`src/rtl/irq_ctrl.sv`:
```
// Four-source fixed-priority interrupt controller with a CPU I/O register window at 24h..27h.
// One request is outstanding at a time: request, acknowledge, then end-of-interrupt.
module irq_ctrl (
  input  logic        clock,
  input  logic        reset_n,
  input  logic [15:0] a,
  input  logic [7:0]  o,
  input  logic        r,
  input  logic        w,
  input  logic        ev_vblank,
  input  logic        ev_kdone,
  input  logic        ev_timer,
  input  logic        irq_ack,
  output logic        irq,
  output logic [1:0]  irq_vec,
  output logic [7:0]  p
);

  typedef enum logic [1:0] {
    ST_IDLE    = 2'b00,
    ST_REQ     = 2'b01,
    ST_SERVICE = 2'b10
  } state_t;

  localparam logic [15:0] ADDR_MASK = 16'h0024;
  localparam logic [15:0] ADDR_PEND = 16'h0025;
  localparam logic [15:0] ADDR_STAT = 16'h0026;
  localparam logic [15:0] ADDR_SWI  = 16'h0027;

  state_t     state, state_next;
  logic [1:0] vec_next;
  logic       ge;
  logic [3:0] en;
  logic [3:0] pend, pend_next;
  logic [3:0] cand, set_bits, w1c_bits, ack_bits;
  logic       wr_mask, wr_pend, wr_stat, wr_swi;

  // Reads are side-effect free, so the read strobe carries no information here.
  logic unused_read_strobe;
  assign unused_read_strobe = r;

  assign wr_mask = w && (a == ADDR_MASK);
  assign wr_pend = w && (a == ADDR_PEND);
  assign wr_stat = w && (a == ADDR_STAT);
  assign wr_swi  = w && (a == ADDR_SWI);

  assign cand     = pend & en;
  assign set_bits = {wr_swi && o[0], ev_timer, ev_kdone, ev_vblank};
  assign w1c_bits = wr_pend ? o[3:0] : 4'b0000;

  always_comb begin
    // NOTE: every output of this block gets a default first so no path leaves it unassigned (no latch).
    state_next = state;
    vec_next   = irq_vec;
    ack_bits   = 4'b0000;
    unique case (state)
      ST_IDLE: begin
        if (ge && (cand != 4'b0000)) begin
          state_next = ST_REQ;
          if (cand[0])      vec_next = 2'd0;
          else if (cand[1]) vec_next = 2'd1;
          else if (cand[2]) vec_next = 2'd2;
          else              vec_next = 2'd3;
        end
      end
      ST_REQ: begin
        if (irq_ack) begin
          state_next        = ST_SERVICE;
          ack_bits[irq_vec] = 1'b1;
        end else if (!ge) begin
          state_next = ST_IDLE;
        end
      end
      ST_SERVICE: begin
        if (wr_stat) state_next = ST_IDLE;
      end
      default: state_next = ST_IDLE;
    endcase
  end

  // Sets are ORed in last so an event beats a same-cycle W1C or acknowledge clear.
  assign pend_next = (pend & ~w1c_bits & ~ack_bits) | set_bits;

  // NOTE: state registers use non-blocking assignments so every flop samples pre-edge values.
  always_ff @(posedge clock or negedge reset_n) begin
    if (!reset_n) begin
      state   <= ST_IDLE;
      irq     <= 1'b0;
      irq_vec <= 2'd0;
      pend    <= 4'b0000;
      ge      <= 1'b0;
      en      <= 4'b0000;
    end else begin
      state   <= state_next;
      irq     <= (state_next == ST_REQ);
      irq_vec <= vec_next;
      pend    <= pend_next;
      if (wr_mask) begin
        ge <= o[7];
        en <= o[3:0];
      end
    end
  end

  always_comb begin
    p = 8'h00;
    unique case (a)
      ADDR_MASK: p = {ge, 3'b000, en};
      ADDR_PEND: p = {4'b0000, pend};
      ADDR_STAT: p = {state, 4'b0000, irq_vec};
      default:   p = 8'h00;
    endcase
  end

endmodule

```
`config.mk`:
```
export PLATFORM = sky130hd
export DESIGN_NAME = irq_ctrl
export DESIGN_NICKNAME = d
export VERILOG_FILES = /design/src/rtl/irq_ctrl.sv
export SDC_FILE = /design/constraint.sdc
export NUM_CORES = 1
export LEC_CHECK = 0
export ABC_AREA = 1
export BUFFER_PORTS_ARGS = -buffer_cell sky130_fd_sc_hd__buf_4
export CAP_MARGIN = 20
export CORE_AREA = 2 2 59 47
export DETAILED_ROUTE_END_ITERATION = 10
export DIE_AREA = 0 0 61 49
export HOLD_SLACK_MARGIN = 0.15
export PLACE_DENSITY_LB_ADDON = 0.1
export SYNTH_ARGS = -nofsm -noshare
export SYNTH_HDL_FRONTEND = slang
export SYNTH_SLANG_ARGS = --single-unit
export TNS_END_PERCENT = 20
```
`constraint.sdc`:
```
create_clock -name clock -period 2.36 [get_ports clock]
set_clock_uncertainty 0.2 [all_clocks]
set_input_delay 0.236 -clock clock [delete_from_list [all_inputs] [get_ports clock]]
set_output_delay 0.236 -clock clock [all_outputs]
set_load 0.005 [all_outputs]
```
==> flow_summary_export.csv <==
group,metric,value,unit
run_status,status,"completed",
floorplan,num_rows,16,
floorplan,ios,43,
clock_network,insertion_delay,0.29,ns
placement,detailedPlace.worstSlack,0.641,ns
global_route,grt_usage,17.2,%
routing,first_iter_violations,50,
routing,post_drt_wl_per_cell,10.6,um
power_and_ir_drop,p_per_area,355,mW/mm2
sta,min_period,2.06,ns
floorplan,start_util,36.9,%
floorplan,core-area,0.00246,mm2
worst_hold_path,hold_class,"in2reg",
critical_path,crit_path_start_kind,"primary input",
synthesis,synth_cell_types,20,
synthesis,ys_top_cells_by_count,"nand2_1 (29), inv_1 (24), dfrtp_1 (14), nand3_1 (14), nor2_1 (12)",
routing,route.met2.wl,1.13,mm
routing,drc,0,
critical_path,crit_fanout,5,
sta,tns,0,ns
power_and_ir_drop,p_leak,0.711,nW
synthesis,synth_edf_count,0,
cells_and_area,area_growth,54.1,%
power_and_ir_drop,ir_worst_vdd,0.000302,V
flow_run,drv_cap,0,
sta,finalSetupViolCount,0,
synthesis,synth.cell_area,908,um2
global_route,grt_pass1_wl,3.91,mm
sta,min_period_over_period,87.3,%
routing,vias_per_cell,4.57,
synthesis,synth.most_common_cell,"nand2_1",
sta,slew_headroom,53.6,%
synthesis,yosys.area.top_type,"dfrtp_1",
critical_path,worstPathArrival,2.04,ns
synthesis,post-synth-top-area-fraction,38.6,%
global_route,grt_antenna_before_repair,0,
routing,firstDrtPassIters,4,
clock_network,root_buffer,"clkbuf_4",
cells_and_area,drive_gt1_share,26.5,%
routing,dr.max_layer_used,"met4",
global_route,grt_overflow_total,0,
placement,portBuffers,36,
clock_network,cts_tree,"done",
cells_and_area,final_area,0.00140,mm2
routing,vias,1009,
placement,placed_area,0.00120,mm2
routing,drt_wl_total,2.35,mm
sta,max_freq,485,MHz
placement,place_hpwl,1.77,mm
sta,rsz0062_at_grt,"no",
clock_network,h-tree-depth,1,
routing,drtAntennaViolNets,0,
synthesis,postSynth.asyncResetShare,100,%
floorplan,die_x,61,um
sta,finalWorstSetupSlack,0.299,ns
global_route,grt_pass1_vias,946,
sta,slew_viol_final,0,
synthesis,synth-main-ff-cell,"dfrtp_1",
cells_and_area,fin_nets,218,
floorplan,die_y,49,um
synthesis,ys_top_cells_by_area,"dfrtp_1 (39%), nand2_1 (12%), inv_1 (9.9%)",
synthesis,yosysWarnings,0,
routing,wl_met1,1.08,mm
placement,gp_congestion,0.764,
routing,wl_met3,137,um
synthesis,ys_seq_area_share,38.6,%
critical_path,worstPathRequired,2.34,ns
global_route,grt_max_degree,15,
synthesis,avgSynthCellArea,6.93,um2
clock_network,clk_pin_slew,0.09,ns
sta,max_slew.worst_pin.slew,0.693,ns
critical_path,path_class,"in2reg",
critical_path,worstSetupEndpointType,"flop",
clock_network,cts_buffer_depth,2,
cells_and_area,antennaDiodeCount,0,
sta,hold_viol_final,0,
clock_network,cts.sinks,14,
synthesis,netlist_instances,131,
floorplan,dieArea,0.00299,mm2
clock_network,post_cts_buffers,0,
synthesis,synth.ff_latch_count,14,
clock_network,numCtsBuffers,3,
## metal layers
metal  GRT usage, %  up-vias
met2           27.6       29
met1           22.1      452
met5              0        -
li1               -      526
met4           4.71        0
met3           5.57        2
## critical path: stages
cell and delay, ns:
dlygate4sd3_1 0.53, buf_4 0.11, nand2_1 0.04, nor2_1 0.29, a31oi_1 0.15, nand2_1 0.10, nand2_1 0.04, dlygate4sd3_1 0.55
## logic make-up after synthesis
logic type | synth area share, %
buf+inv | 13.4
flops | 38.6
other cells | 0.413
compound gates | 10.5
simple gates | 37.2
## cells in the final DEF, fill, tap and decap left out
master and n:
clkbuf_8 1, and2_2 1, a31oi_1 4, conb_1 2, nand3_1 14, nand3_2 1
nor2_2 1, o21ai_1 5, clkbuf_4 3, dlygate4sd3_1 16, nor3_1 1, nand2_2 1
inv_1 24, and3_2 1, nand4_1 6, nor2_4 3, buf_4 37, o21ai_0 9
nand2_1 29, dfrtp_1 14, nor2_1 12
## final cells by class
cell class | instances | area, um2
multi-input combinational | 90 | 440
timing repair buffer | 53 | 438
inverter | 24 | 90.1
sequential | 14 | 350
clock buffer | 4 | 36.3
tap | 36 | 45.0
fill | 259 | 1060
## per-stage QoR
| step | power, W | hold slack (ns) | utilization (%) | std cells |
|---|---|---|---|---|
| after global placement | 0.000304 | -0.104 | 48.9 | 201 |
| after detailed placement | 0.000306 | -0.0994 | 48.9 | 201 |
| final | 0.000497 | 0.209 | 56.9 | 221 |
| after global routing | 0.000517 | 0.261 | 56.9 | 221 |
| after CTS | 0.000502 | 0.207 | 56.9 | 221 |
| after floorplan | 0.000265 | -0.260 | - | 132 |
## where the power goes
| group | internal [W] | switching, W | leakage [nW] | total [W] |
|---|---|---|---|---|
| sequential | 0.000241 | 0.00000110 | 0.172 | 0.000242 |
| combinational | 0.0000462 | 0.0000289 | 0.517 | 0.0000751 |
| clock | 0.0000941 | 0.0000865 | 0.0210 | 0.000181 |
| total | 0.000381 | 0.000117 | 0.711 | 0.000497 |
## flip-flops by register name, summed over array words and instances (netlist names)
name     flops
irq_vec      2
irq          1
ge           1
en           4
pend         4
state        2
## final timing paths
| check | from | endpoint | slack, ns | depth (start not counted) |
|---|---|---|---|---|
| max | irq_ack | pend[2] | 0.30 | 8 |
| min | a[3] | pend[3] | 0.21 | 7 |
| max reg2reg | state[0] | pend[2] | 0.44 | 6 |
| min reg2reg | en[3] | en[3] | 0.31 | 2 |
| max in group asynchronous | reset_n | pend[1] | 0.66 | 3 |
| min in group asynchronous | reset_n | ge | 0.86 | 3 |
## timing repair
item / 4_1_cts / 5_1_grt
resized for setup: 0 / 0
hold buffers: 16 / 0
endpoints found under the hold margin: 26 / 0
No activity file was read; power rests on OpenSTA's default activity.
